$ cat config.mk
export PLATFORM = sky130hd
export DESIGN_NAME = run_sequencer
export DESIGN_NICKNAME = d
export VERILOG_FILES = /design/src/rtl/run_sequencer.sv
export SDC_FILE = /design/constraint.sdc
export NUM_CORES = 1
export LEC_CHECK = 0
export CAP_MARGIN = 20
export CORE_ASPECT_RATIO = 0.75
export CORE_MARGIN = 2
export CORE_UTILIZATION = 46
export CTS_CLUSTER_SIZE = 30
export DETAILED_ROUTE_END_ITERATION = 8
export PLACE_DENSITY = 0.7
export SYNTH_ARGS = -nofsm -noshare
export SYNTH_HDL_FRONTEND = slang
export SYNTH_SLANG_ARGS = --single-unit
$ cat constraint.sdc
create_clock -name clk -period 5.03 [get_ports clk]
set_input_delay 1.006 -clock clk [delete_from_list [all_inputs] [get_ports clk]]
set_output_delay 1.006 -clock clk [all_outputs]
set_load 0.03 [all_outputs]
$ cat src/rtl/run_sequencer.sv
// run_sequencer: start/reset/run/done sequencer that frames one processor run.
// Ports: clk, rst (sync, active-low), start, halt_req -> core_rst, cycle[31:0],
//   running, done, timeout. Optional macro RUN_TIMEOUT_EN ends a run at MAX_CYCLES.
module run_sequencer #(
  parameter int unsigned RESET_CYCLES = 2,
  parameter logic [31:0] MAX_CYCLES   = 32'd500
) (
  input  logic        clk,
  input  logic        rst,
  input  logic        start,
  input  logic        halt_req,
  output logic        core_rst,
  output logic [31:0] cycle,
  output logic        running,
  output logic        done,
  output logic        timeout
);

  typedef enum logic [1:0] {
    S_IDLE,
    S_RESET,
    S_RUN,
    S_DONE
  } state_t;

  localparam logic [7:0] RC_LAST = 8'(RESET_CYCLES - 1);

  state_t      r_state;
  state_t      w_state_nx;
  logic        r_core_rst;
  logic        w_core_rst_nx;
  logic [31:0] r_cycle;
  logic [31:0] w_cycle_nx;
  logic        r_running;
  logic        w_running_nx;
  logic        r_done;
  logic        w_done_nx;
  logic        r_timeout;
  logic        w_timeout_nx;
  logic [7:0]  r_rcnt;
  logic [7:0]  w_rcnt_nx;
  logic [31:0] w_cycle_inc;

  // Count saturates instead of wrapping to 0.
  assign w_cycle_inc = (r_cycle == 32'hFFFF_FFFF) ? r_cycle
                                                  : r_cycle + 32'd1;

`ifndef RUN_TIMEOUT_EN
  logic w_unused_max;
  assign w_unused_max = ^MAX_CYCLES;
`endif

  always_comb begin
    w_state_nx    = r_state;
    w_core_rst_nx = r_core_rst;
    w_cycle_nx    = r_cycle;
    w_running_nx  = r_running;
    w_done_nx     = r_done;
    w_timeout_nx  = r_timeout;
    w_rcnt_nx     = r_rcnt;
    unique case (r_state)
      S_IDLE, S_DONE: begin
        w_core_rst_nx = 1'b1;
        w_running_nx  = 1'b0;
        if (start) begin
          w_state_nx   = S_RESET;
          w_cycle_nx   = 32'd0;
          w_done_nx    = 1'b0;
          w_timeout_nx = 1'b0;
          w_rcnt_nx    = 8'd0;
        end
      end
      S_RESET: begin
        w_core_rst_nx = 1'b1;
        w_running_nx  = 1'b0;
        w_rcnt_nx     = r_rcnt + 8'd1;
        // Leave on the last counted clock so core_rst spans
        // exactly RESET_CYCLES clocks.
        if (r_rcnt == RC_LAST) begin
          w_state_nx    = S_RUN;
          w_core_rst_nx = 1'b0;
          w_running_nx  = 1'b1;
        end
      end
      S_RUN: begin
        w_core_rst_nx = 1'b0;
        w_running_nx  = 1'b1;
        if (halt_req) begin
          // Halt wins over the limit; the count does not advance.
          w_state_nx    = S_DONE;
          w_core_rst_nx = 1'b1;
          w_running_nx  = 1'b0;
          w_done_nx     = 1'b1;
        end else begin
          w_cycle_nx = w_cycle_inc;
`ifdef RUN_TIMEOUT_EN
          if (w_cycle_inc == MAX_CYCLES) begin
            w_state_nx    = S_DONE;
            w_core_rst_nx = 1'b1;
            w_running_nx  = 1'b0;
            w_done_nx     = 1'b1;
            w_timeout_nx  = 1'b1;
          end
`endif
        end
      end
      default: begin
        w_state_nx    = S_IDLE;
        w_core_rst_nx = 1'b1;
        w_running_nx  = 1'b0;
      end
    endcase
  end

  always_ff @(posedge clk) begin
    if (!rst) begin
      r_state    <= S_IDLE;
      r_core_rst <= 1'b1;
      r_cycle    <= 32'd0;
      r_running  <= 1'b0;
      r_done     <= 1'b0;
      r_timeout  <= 1'b0;
      r_rcnt     <= 8'd0;
    end else begin
      r_state    <= w_state_nx;
      r_core_rst <= w_core_rst_nx;
      r_cycle    <= w_cycle_nx;
      r_running  <= w_running_nx;
      r_done     <= w_done_nx;
      r_timeout  <= w_timeout_nx;
      r_rcnt     <= w_rcnt_nx;
    end
  end

  assign core_rst = r_core_rst;
  assign cycle    = r_cycle;
  assign running  = r_running;
  assign done     = r_done;
  assign timeout  = r_timeout;

endmodule

### After elaboration in Yosys (flattened, before gate mapping)

Cells that the tools add are included.

* bits in read-only memories: 0
* latch bits: 0
* flip-flop bits (word level): 45
* bits in writable memories: 0
* logic and storage cells: 45
* output and inout bits: 36
* memories kept: 0
* bits of input ports: 4

* multiplexer cells: 19
* $mul: 0
* $lt $le $gt $ge: 0
* bitwise operators: 0
* reductions and logical operators: 8
* divide/modulo/power cells: 0
* shift operators: 0
* eq/ne operators: 10
* add/sub/neg operators: 2

Operators with widths (number)
* 32-bit 2-to-1 mux: 3
* 32-bit case mux with 2 select lines: 1
* 32-bit by 1-bit adder with 32-bit output, second input constant: 1
* 32-bit == test, second input constant: 1
* 8-bit case mux with 2 select lines: 1
* 2-bit inequality test, second input constant: 5
* 8-bit by 1-bit adder with 8-bit output, second input constant: 1
* 8-bit by 1-bit == test with 1-bit output, second input constant: 1
* 8-bit 2-to-1 mux: 1
* 1-bit 2-to-1 mux: 6
* 2-bit 2-to-1 mux: 3
* 1-bit case mux with 3 select lines: 2
* 2-bit case mux with 3 select lines: 1
* 3-bit AND reduction: 2
* 2-bit == test, second input constant: 2
* 4-bit AND reduction: 1
* 2-bit nonzero test: 2
* 2-bit by 1-bit == test with 1-bit output, second input constant: 1
* 2-bit zero test: 1
* 1-bit case mux with 2 select lines: 1
* 2-bit AND reduction: 1
* 2-bit OR reduction: 1

### Depth between registers and ports, before layout

Gate-level depths: netlist of run 1.

* word-level depth: 4
* depth in mapped cells: 10
* mapped depth without buffers: 7

### Worst setup path before layout of run 1

No wires, ideal clock.

* path kind: register to register
* start point: register r_cycle[1] (netlist: cycle[1])
* end point: register r_cycle[4] (netlist: cycle[4])
* data required time: 4.939 ns
* stages on the path, launching flop included: 8
* clock period less this slack: 2.439 ns
* path buffers: 1
* setup slack: 2.591 ns
* library setup time: 0.091 ns
* arrival time: 2.348 ns
* cells stage by stage: dfxtp_1 -> ha_1 -> and4_1 -> nand3_1 -> or4_1 -> buf_6 -> a41o_1 -> a311oi_1

* longest elaborated chain between the ends: 4
* elaborated cells between the ends (all ways): 7
* those cells by class: add/sub (1); eq/ne (2); mux (3); reduce/logical (1)

Ends and longest elaborated chain
* start, declared: RTL line 32 `logic [31:0] r_cycle;`
* start signal, assigned: RTL line 127 `r_cycle <= w_cycle_nx;`
* 32-bit by 1-bit adder with 32-bit output: RTL line 46 `: r_cycle + 32'd1;`
* 32-bit 2-to-1 mux: RTL line 45 `assign w_cycle_inc = (r_cycle == 32'hFFFF_FFFF) ? r_cycle`
* 32-bit 2-to-1 mux: RTL line 88 `if (halt_req) begin`
* 32-bit case mux with 2 select lines: RTL line 61 `unique case (r_state)`

Several ways; a longest one is shown, not always the timed one. The select of a mux whose other input is x is not followed.
A chain may end at the register's enable or synchronous reset.

### Worst setup path after layout of run 1

* start point: register r_cycle[0] (netlist: cycle[0])
* end point: register r_cycle[4] (netlist: cycle[4])

The elaborated chain is that of the path after synthesis.

==> impl_metrics.py, run 1 <==
metrics = {
    "sta": {
        "worst_slew_pin_slew_ps": 828,
        "finalHoldViolations": 0,
        "finalMaxSlewViolations": 0,
        "setup_slack_ps": 2260,
        "skew_ps": 4.95,
        "grt_setup_unrepaired": "false",
        "fin_crit_sh": 0.550,
        "fmax_mhz": 361,
        "slew_headroom": 0.444,
        "setup-violations-final": 0,
        "setup-tns-final_ps": 0,
        "post-route-min-period_ps": 2770,
    },
    "power_and_ir_drop": {
        "irDropWorstVdd_uv": 155,
        "p_per_area_nw_per_um2": 333,
        "power.leakage_nw": 0.996,
    },
    "worst_hold_path": {
        "hold_path.class": "flip-flop to flip-flop",
    },
    "yosys": {
        "synth_edf_count": 0,
        "synth_top_cell_by_area": "dfxtp_1",
        "ys_types": 57,
        "synth_top_area_frac": 0.338,
        "yosys-top-cells-area": "dfxtp_1, nand2_1, nand3_1, nor3_1, a31oi_1",
        "synth_nets": 351,
        "ys_seq_elements": 45,
        "synth_ff_type": "dfxtp_1",
        "yosysSeqAreaShare": 0.338,
        "synth_cells": 341,
        "synth-async-reset-ratio": 0,
        "avgSynthCellArea_um2": 7.81,
        "syn_area_um2": 2660,
        "yosysWarnings": 0,
    },
    "grt": {
        "grt_usage": 0.242,
        "antenna_found_initial": 0,
        "grt_pass1_vias": 2432,
        "grt_max_degree": 34,
        "overflow": 0,
        "grt_pass1_wl_mm": 12.6,
    },
    "finish": {
        "post-route-util": 0.579,
        "fill_cells": 494,
        "drive_above_1_share": 0.0488,
        "nets": 379,
        "regArea_um2": 901,
        "multi_input_area_um2": 1630,
        "areaGrowthSynthToFinish_pct": 18.8,
        "final_cell_mix": "nand2_1, dfxtp_1, clkdlybuf4s50_1",
        "final_area_um2": 3160,
        "fin_cells": 444,
        "diodes": 0,
        "final_common_cell": "nand2_1",
    },
    "flow_run": {
        "drv_cap": 0,
    },
    "die": {
        "dieArea_um2": 6420,
        "ios": 40,
        "start_util": 0.487,
        "die-width_um": 91.9,
        "coreArea_um2": 5470,
        "rows": 23,
        "die_y_um": 69.9,
    },
    "clocking": {
        "worstSkewPairLatency_ps": 300,
        "cts_tree": "done",
        "h-tree-depth": 2,
        "clk_path_buf_depth": 2,
        "holdBufCountCts": 0,
        "cts-root-buf": "clkbuf_8",
        "numCtsBuffers": 5,
        "numClockSinks": 45,
        "clkTransAtPathRegs_ps": 80,
        "cts_resized": 0,
        "post_cts_buffers": 0,
    },
    "place": {
        "placedCellCount": 437,
        "place_area_um2": 3080,
        "portBuffers": 38,
        "place_hpwl_mm": 5.30,
        "gp_congestion": 0.832,
        "post-place-ws_ps": 2070,
    },
    "setup_path": {
        "cp_max_fo": 10,
        "critPathCaptureType": "flip-flop",
        "cp_slowest_cell": "or4_1",
        "worstSetupPathType": "flip-flop to flip-flop",
        "cpLargestDelayFamily": "simple AND/OR/NAND/NOR gates",
        "crit_buf_inv": 0,
        "worst_setup_path_start_kind": "flip-flop",
        "max_stage_delay_ps": 760,
        "worstPathCellList": "ha_1, and4_1, nand3_1, or4_1, a41o_1, a311oi_1",
        "worstPathRequired_ps": 5240,
        "critPathArrivalTime_ps": 2980,
    },
    "detailed_routing": {
        "ant_nets": 0,
        "wirelength_mm": 7.69,
        "route.vias.total": 2833,
        "wl_per_cell_um": 17.3,
        "routed_via_density": 6.38,
        "post-route-drc-count": 0,
        "first_pass_iters": 5,
        "first_iter_violations": 260,
    },
    "run_status": {
        "status": "finished, final reports clean",
    },
}
==> worst paths after layout <==
kind	cells after the start	end	startpoint	slack (ps)
worst min register to register	2	r_rcnt[7]	r_rcnt[7]	500
worst min-delay path	2	r_rcnt[7]	r_rcnt[7]	500
worst max register to register	6	cycle[4]	cycle[0]	2260
worst max-delay path	6	cycle[4]	cycle[0]	2260
==> kinds of logic (layout without fill, tap and decap cells) <==
group,after synthesis,in the layout,synth area share
other,1,1,0.00141
xor gates and xnor gates,3,3,0.00987
buffers and inverters,32,60,0.0507
adders and majority gates,6,6,0.0282
DFF,45,45,0.338
muxes,6,6,0.0225
and+or+nand+nor,168,168,0.332
AOI/OAI and AO/OA,80,80,0.217
==> power by group <==
group,internal (mW),total (mW),switching (mW),leakage [nW]
registers,0.373,0.385,0.0127,0.363
logic,0.127,0.436,0.309,0.588
clock network,0.109,0.232,0.123,0.0443
total,0.609,1.05,0.444,0.996
==> cell usage after synthesis, drive strengths merged (3+ instances only) <==
library cell  count
buf               5
nand4b            5
and3             10
o21ai             9
a211oi            4
xor2              3
and4              3
a31oi            13
or4               4
nor2             21
nand3            18
a31o              4
o311ai            4
a221oi            3
inv               9
a311oi            5
clkbuf           17
nand2b            4
and2              4
o31ai             3
a21oi             9
nand4            13
nor4              7
mux2i             6
or2               3
or3               8
nor3             18
o211ai            6
ha                6
dfxtp            45
nand2            46
==> area by class of cell <==
cell class | instances | share of cell area
sequential | 45 | 0.285
inverter | 10 | 0.0119
multi-input combinational | 264 | 0.514
clock buffer | 7 | 0.0273
timing repair buffer | 43 | 0.132
tap | 75 | 0.0297
==> sequential cells by signal, indices dropped and copies added (netlist names) <==
signal and count:
done 1, cycle 32, core_rst 1, r_state 2
running 1, r_rcnt 8
==> stage by stage <==
| stage | hold slack [ps] | power (mW) |
|---|---|---|
| 6_report | 499 | 1.05 |
| 5_1_grt | 531 | 1.11 |
| 4_1_cts | 496 | 1.05 |
| 3_5_place_dp | 481 | 0.817 |
| 3_3_place_gp | 474 | 0.813 |
| 2_1_floorplan | 453 | 0.692 |
==> metal layers <==
| metal | GRT usage | wire, µm |
|---|---|---|
| met4 | 0.0697 | 82 |
| met2 | 0.327 | 3140 |
| met3 | 0.0378 | 622 |
| met1 | 0.387 | 3850 |
| met5 | 0 | 0 |
==> tightest hold or removal path: cells and delay by family, from the launching register on <==
family	cells	cell delay, ps
DFF	1	330
AOI/OAI and AO/OA	2	130
No activity file was read; power rests on OpenSTA's default activity.
==> inputs of run 2 (changes only) <==
Clock period 5.03 ns to 2.8 ns, I/O delays scaled along.
==> impl_metrics.py, run 2 (synthesis results as in run 1) <==
metrics = {
    "grt": {
        "antenna_found_initial": 0,
        "grt_usage": 0.253,
        "overflow": 0,
        "grt_max_degree": 31,
        "grt_pass1_vias": 2558,
        "grt_pass1_wl_mm": 13.1,
    },
    "clocking": {
        "numCtsBuffers": 5,
        "numClockSinks": 45,
        "clkTransAtPathRegs_ps": 80,
        "post_cts_buffers": 0,
        "cts_resized": 0,
        "clk_path_buf_depth": 2,
        "cts_tree": "done",
        "worstSkewPairLatency_ps": 310,
        "holdBufCountCts": 0,
        "h-tree-depth": 2,
        "cts-root-buf": "clkbuf_8",
    },
    "die": {
        "start_util": 0.487,
        "dieArea_um2": 6420,
        "rows": 23,
        "ios": 40,
        "die_y_um": 69.9,
        "coreArea_um2": 5470,
        "die-width_um": 91.9,
    },
    "finish": {
        "nets": 388,
        "fin_cells": 453,
        "final_cell_mix": "nand2_1, dfxtp_1, clkdlybuf4s50_1",
        "final_area_um2": 3230,
        "multi_input_area_um2": 1630,
        "largest_reg_flops": 32,
        "fill_cells": 492,
        "final_common_cell": "nand2_1",
        "areaGrowthSynthToFinish_pct": 21.3,
        "regArea_um2": 901,
        "drive_above_1_share": 0.0714,
        "diodes": 0,
    },
    "place": {
        "placedCellCount": 446,
        "post-place-ws_ps": 377,
        "place_hpwl_mm": 5.58,
        "place_area_um2": 3150,
        "portBuffers": 38,
        "gp_congestion": 0.942,
    },
    "detailed_routing": {
        "first_iter_violations": 235,
        "route.vias.total": 2887,
        "wirelength_mm": 7.93,
        "ant_nets": 0,
        "wl_per_cell_um": 17.5,
        "routed_via_density": 6.37,
        "post-route-drc-count": 0,
        "first_pass_iters": 5,
    },
    "sta": {
        "finalMaxSlewViolations": 0,
        "setup_slack_ps": 323,
        "finalHoldViolations": 0,
        "fin_crit_sh": 0.885,
        "post-route-min-period_ps": 2480,
        "setup-violations-final": 0,
        "slew_headroom": 0.549,
        "fmax_mhz": 404,
        "setup-tns-final_ps": 0,
        "worst_slew_pin_slew_ps": 669,
        "skew_ps": 10.7,
        "grt_setup_unrepaired": "false",
    },
    "setup_path": {
        "r2r_start": "cycle[0]",
        "worst_setup_path_start_kind": "flip-flop",
        "worstSetupPathType": "flip-flop to flip-flop",
        "cp_max_fo": 10,
        "reg2reg_depth": 6,
        "worstPathRequired_ps": 3020,
        "critPathCaptureType": "flip-flop",
        "critPathArrivalTime_ps": 2690,
        "reg2reg_slack_ps": 320,
        "reg2reg_to": "cycle[4]",
    },
    "power_and_ir_drop": {
        "swShare": 0.421,
        "p_int_mw": 1.12,
        "power.leakage_nw": 1.04,
        "p_comb_frac": 0.428,
        "p_per_area_nw_per_um2": 599,
        "irDropWorstVdd_uv": 403,
        "seq_power_share": 0.358,
        "p_sw_mw": 0.816,
        "clkPwrFrac": 0.214,
    },
    "worst_hold_path": {
        "min_to": "r_rcnt[7]",
        "whs_path_depth": 2,
        "hold_path.class": "flip-flop to flip-flop",
        "min-delay-start": "r_rcnt[7]",
    },
    "run_status": {
        "status": "finished, final reports clean",
    },
    "flow_run": {
        "drv_cap": 0,
    },
}
## run 2: worst max-delay path: stages (launching register included)
cell      delay [ps]
dfxtp_1          430
ha_1             210
and4_1           260
nand3_1          200
or4_1            740
a41o_1           310
a311oi_1         250
## run 2: per-layer routing
| metal | routed length, µm | part of all wire | track usage |
|---|---|---|---|
| met1 | 3980 | 0.50 | 0.392 |
| met2 | 3160 | 0.40 | 0.343 |
| met3 | 630 | 0.079 | 0.0442 |
| met4 | 166 | 0.021 | 0.101 |
| met5 | 0 | 0 | 0 |
## run 2: how the worst max path moves through the flow
stage	startpoint	end	slack [ps]
2_1_floorplan	cycle[1]	cycle[4]	360
3_3_place_gp	halt_req	cycle[14]	430
3_5_place_dp	cycle[0]	cycle[4]	380
4_1_cts	cycle[0]	cycle[4]	340
5_1_grt	cycle[0]	cycle[4]	200
6_report	cycle[0]	cycle[4]	320
## run 2: layout make-up
cell class,instances,share of cell area
sequential,45,0.279
clock buffer,7,0.0267
multi-input combinational,264,0.504
timing repair buffer,52,0.150
tap,75,0.0290
inverter,10,0.0116
## run 2: power by group through the flow
stage / clock (mW) / combinational, mW / sequential, mW
after floorplan: 0 / 0.518 / 0.726
after global placement: 0 / 0.809 / 0.705
after detailed placement: 0 / 0.808 / 0.706
after CTS: 0.428 / 0.812 / 0.691
after global routing: 0.452 / 0.910 / 0.697
final: 0.415 / 0.829 / 0.693
## run 2: per-stage QoR
step / total power, mW / hold slack, ps / utilization
2_1_floorplan: 1.24 / 453 / -
3_3_place_gp: 1.51 / 469 / 0.575
3_5_place_dp: 1.51 / 483 / 0.575
4_1_cts: 1.93 / 494 / 0.591
5_1_grt: 2.06 / 535 / 0.591
6_report: 1.94 / 491 / 0.591
==> RTL edit 1: new RTL, settings of run 1 <==
Register the inputs `start` and `halt_req` before use. The logic sees them one clock later. Comments in the files are not updated.
--- a/src/rtl/run_sequencer.sv
+++ b/src/rtl/run_sequencer.sv
@@ -24,6 +24,14 @@
   } state_t;
 
   localparam logic [7:0] RC_LAST = 8'(RESET_CYCLES - 1);
+
+  logic start_q;
+  logic halt_req_q;
+
+  always_ff @(posedge clk) begin
+    start_q    <= start;
+    halt_req_q <= halt_req;
+  end
 
   state_t      r_state;
   state_t      w_state_nx;
@@ -62,7 +70,7 @@
       S_IDLE, S_DONE: begin
         w_core_rst_nx = 1'b1;
         w_running_nx  = 1'b0;
-        if (start) begin
+        if (start_q) begin
           w_state_nx   = S_RESET;
           w_cycle_nx   = 32'd0;
           w_done_nx    = 1'b0;
@@ -85,7 +93,7 @@
       S_RUN: begin
         w_core_rst_nx = 1'b0;
         w_running_nx  = 1'b1;
-        if (halt_req) begin
+        if (halt_req_q) begin
           // Halt wins over the limit; the count does not advance.
           w_state_nx    = S_DONE;
           w_core_rst_nx = 1'b1;
Check against the original RTL: not equivalent (Yosys sat finds a counterexample within 4 cycles, from zero or initial values and one cycle with rst low).
==> RTL edit 1 against run 1 <==
Synthesized area shrank 2.9%. Sequential cell count rose by 2. Setup slack got worse by 0.45 ns. Die area down 2.7%. Total power is 2.0% lower. Count of clock-buffer cells in the layout is 1 lower. Register-to-register slack improved by 0.04 ns. Design area decreased by 1.4%. First-iteration DRC count down 18%. Routed wire length down 11%.
==> RTL edit 1: results (changes against run 1) <==
stage	metric	value	unit	change
setup_path	timing.rr.end	cycle[14]		was cycle[4]
finish	final_nets	356		was 379
placed_design	dp_cells	413		was 437
timing	holdWs	0.481	ns	was 0.499 ns
grt	grt_pass1_vias	2161		was 2432
timing	max-slew-margin-rel	42.0	%	was 44.4%
placed_design	placed_area	2990	um^2	was 3080 um^2
min_path	holdCritPathClass	reg -> reg		unchanged
timing	timing.fmax	0.310	GHz	was 0.361 GHz
status	run_status	complete, no violations		unchanged
power_and_ir_drop	irDropWorstVdd	0.000179	V	was 0.000155 V
synth	synth.distinct_cells	49		was 57
synth	ys_async_sr_fraction	0	%	unchanged
drt	wire_per_inst	16.1	um	was 17.3 um
synth	synth.mux.area_fraction	2.03	%	was 2.25%
drt	vias_per_cell	6.09		was 6.38
synth	synthTopCellsByArea	dfxtp_1, nand3_1, nand4_1		was dfxtp_1, nand2_1, nand3_1
setup_path	crit_fanout	16		was 10
finish	largest_register_ffs	32		unchanged
finish	nFillCells	505		was 494
synth	yosys_warnings	0		unchanged
placed_design	io_buffers	38		unchanged
grt	grt_pass1_wl	11.0	mm	was 12.6 mm
synth	synth_nets	326		was 351
grt	grt_usage	22.2	%	was 24.2%
setup_path	reg2reg_from	r_state[0]		was cycle[0]
setup_path	slowest_delay	0.78	ns	was 0.76 ns
grt	met1_usage	32.8	%	was 38.7%
drt	vias	2569		was 2833
drt	wl_met3	464	um	was 622 um
finish	multiInputGateArea	1540	um^2	was 1630 um^2
synth	synth_fa_ha_area_share	2.90	%	was 2.82%
synth	syn_avg_cell_area	8.19	um^2	was 7.81 um^2
min_path	min_from	r_rcnt[7]		unchanged
drt	topRoutingLayerUsed	met4		unchanged
placed_design	dp_hpwl	4.83	mm	was 5.30 mm
cts	cts_buffers	5		unchanged
power_and_ir_drop	p_leak	1.09	nW	was 0.996 nW
placed_design	gp_congestion	0.861		was 0.832
timing	skew	0.00651	ns	was 0.00495 ns
placed_design	pre_cts_ws	1.37	ns	was 2.07 ns
synth	ys_top_cells_by_count	dfxtp_1, nand2_1, nand3_1, o21ai_1, nor2_1		was nand2_1, dfxtp_1, nor2_1, nand3_1, nor3_1
drt	met2_length	2.79	mm	was 3.14 mm
cts	cts.clk_slew.worst_paths	0.09	ns	
setup_path	slowest_stage	nor2_1		was or4_1
grt	use_met2	33.4	%	was 32.7%
synth	synth_compound_area_share	19.9	%	was 21.7%
grt	antenna_found_initial	0		unchanged
setup_path	reg2reg_slack	2.30	ns	was 2.26 ns
min_path	holdPathStages	2		unchanged
drt	wl_met1	3.47	mm	was 3.85 mm
grt	grt_max_degree	22		was 34
finish	drive_gt1_share	6.34	%	was 4.88%
synth	synth-xor-area-share	1.35	%	was 0.986%
drt	drt_iter0_drc	214		was 260
setup_path	arrival	3.43	ns	was 2.98 ns
grt	grt_use_met3	4.13	%	was 3.78%
drt	firstDrtPassIters	5		unchanged
synth	ys_seq_area_share	36.4	%	was 33.8%
cts	post_cts_buffers	0		unchanged
[RTL edit 1: power breakdown]
| group | switching [mW] | internal (mW) | total [mW] |
|---|---|---|---|
| registers | 0.0147 | 0.391 | 0.405 |
| clock network | 0.133 | 0.161 | 0.294 |
| logic | 0.225 | 0.107 | 0.332 |
[RTL edit 1: worst max path at each step]
stage               startpoint         to  depth (start not counted)
floorplan                  rst  cycle[14]                          5
global route               rst  cycle[14]                          5
detailed placement         rst  cycle[30]                          5
CTS                        rst  cycle[30]                          5
global placement           rst  cycle[30]                          5
finish                     rst  cycle[14]                          5
[RTL edit 1: final cells by class]
type,instances,area share [%]
multi-input combinational,244,49.4
clock inverter,2,1.12
inverter,9,1.08
clock buffer,6,2.65
sequential,47,30.2
timing repair buffer,39,12.6
tap,75,3.01
[RTL edit 1: logic make-up after synthesis]
kind of cell               Yosys count
muxes                                5
other                                1
adders and majority gates            6
buffers and inverters               25
AOI/OAI and AO/OA                   80
DFF                                 47
xor gates and xnor gates             4
and+or+nand+nor                    148
==> RTL edit 2: new RTL, settings of run 1 <==
Without the edit above. Add a define of `RUN_TIMEOUT_EN`.
--- a/src/rtl/run_sequencer.sv
+++ b/src/rtl/run_sequencer.sv
@@ -1,6 +1,8 @@
 // run_sequencer: start/reset/run/done sequencer that frames one processor run.
 // Ports: clk, rst (sync, active-low), start, halt_req -> core_rst, cycle[31:0],
 //   running, done, timeout. Optional macro RUN_TIMEOUT_EN ends a run at MAX_CYCLES.
+`define RUN_TIMEOUT_EN
+
 module run_sequencer #(
   parameter int unsigned RESET_CYCLES = 2,
   parameter logic [31:0] MAX_CYCLES   = 32'd500
Formal check against the unedited RTL: same outputs for any inputs over 10 cycles, from zero or initial values and one cycle with rst low; that may be too few to reach the edited logic, so the function may still have changed.
==> RTL edit 2 against run 1 <==
Core utilization decreased by 3.8 points. Sequential cell count increased by 1. Setup slack got worse by 0.95 ns. Worst hold slack got worse by 0.0077 ns. Non-clock buffer count increased by 1. Routed wire length increased by 15%. Synthesized area increased by 19%. Count of clock-buffer cells in the layout decreased by 2. Design area increased by 15%. Total power decreased by 3.4%. Largest cell class unchanged.
==> RTL edit 2: results (changes against run 1) <==
stage	metric	value	unit	change
grt	grt_use_met3	4.31	%	was 3.78%
placed_design	dp_cells	532		was 437
finish	stdcell_count	540		was 444
synth	syn_inst	441		was 341
synth	synthTopCellsByArea	dfxtp_1, nor2_1, nand2_1		was dfxtp_1, nand2_1, nand3_1
placed_design	io_buffers	39		was 38
grt	grt_pass1_vias	2825		was 2432
timing	max-slew-margin-rel	37.1	%	was 44.4%
synth	ys_seq_area_share	29.1	%	was 33.8%
grt	grt_usage	23.5	%	was 24.2%
cts	cts_resized	0		unchanged
power_and_ir_drop	irDropWorstVdd	0.000180	V	was 0.000155 V
grt	use_met2	35.7	%	was 32.7%
grt	grt_max_degree	24		was 34
timing	skew	0.00960	ns	was 0.00495 ns
placed_design	dp_hpwl	6.14	mm	was 5.30 mm
finish	final_nets	465		was 379
drt	vias	3324		was 2833
drt	drt_iter0_drc	295		was 260
placed_design	pre_cts_ws	1.36	ns	was 2.07 ns
drt	wire_per_inst	16.3	um	was 17.3 um
grt	antenna_found_initial	0		unchanged
grt	met1_usage	35.6	%	was 38.7%
synth	synth.distinct_cells	54		was 57
placed_design	gp_congestion	0.987		was 0.832
status	run_status	complete, no violations		unchanged
finish	nFillCells	674		was 494
grt	grt_pass1_wl	14.4	mm	was 12.6 mm
synth	ys_top_cells_by_count	nor2_1, dfxtp_1, nand2_1, a21oi_1, clkbuf_1		was nand2_1, dfxtp_1, nor2_1, nand3_1, nor3_1
synth	synth_nets	451		was 351
-- RTL edit 2: cell types whose count changed in the layout (fill, tap and decap cells not counted), sizes merged, moves of 10 or more --
cell and delta:
nor2 +33, a21oi +23, o21ai +22, nand4 +10
xnor2 +10
-- RTL edit 2: path summary, 6_finish.rpt --
check | cells after the start | slack, ns | start | to
hold reg to reg | 2 | 0.49 | timeout | timeout
setup reg to reg | 10 | 1.31 | cycle[0] | r_state[0]
setup / recovery | 10 | 1.31 | cycle[0] | r_state[0]
hold / removal | 2 | 0.49 | timeout | timeout
-- RTL edit 2: per-layer routing --
layer	vias up	routed length [um]
met1	1529	4470
met2	139	3640
li1	1648	-
met3	8	644
met5	-	0
met4	0	64
-- RTL edit 2: cell type report --
| type | instances | area share [%] |
|---|---|---|
| multi-input combinational | 347 | 56.5 |
| sequential | 46 | 25.3 |
| timing repair buffer | 44 | 11.8 |
| tap | 84 | 2.89 |
| clock buffer | 5 | 1.89 |
| inverter | 11 | 1.13 |
| clock inverter | 3 | 0.584 |
-- RTL edit 2: critical path, stage by stage (launching register included) --
cell and delay (ns):
dfxtp_1 0.50, ha_1 0.30, nand4_1 0.25, or4_1 0.60, nor2_1 0.24, a31oi_1 0.11
or4_1 0.53, or4_4 0.53, o211a_4 0.26, or2_0 0.20, a21oi_1 0.13
-- RTL edit 2: stage by stage --
| stage | hold slack [ns] | area [um^2] |
|---|---|---|
| 3_5_place_dp | 0.480 | 3550 |
| 4_1_cts | 0.502 | 3640 |
| 3_3_place_gp | 0.458 | 3550 |
| 5_1_grt | 0.538 | 3640 |
| 6_report | 0.491 | 3640 |
| 2_1_floorplan | 0.458 | 3170 |
-- RTL edit 2: power by group through the flow --
| stage | clock [mW] | sequential, mW | combinational [mW] |
|---|---|---|---|
| final | 0.229 | 0.396 | 0.392 |
| after global routing | 0.253 | 0.400 | 0.441 |
| after CTS | 0.239 | 0.396 | 0.394 |
| after detailed placement | 0 | 0.404 | 0.389 |
| after global placement | 0 | 0.404 | 0.385 |
| after floorplan | 0 | 0.413 | 0.272 |
-- RTL edit 2: cell families after synthesis --
family	count (synthesis)	synth area share, %
and+or+nand+nor	205	33.1
muxes	5	1.58
xor gates and xnor gates	16	4.42
buffers and inverters	48	6.01
DFF	46	29.1
adders and majority gates	6	2.37
AOI/OAI and AO/OA	115	23.4
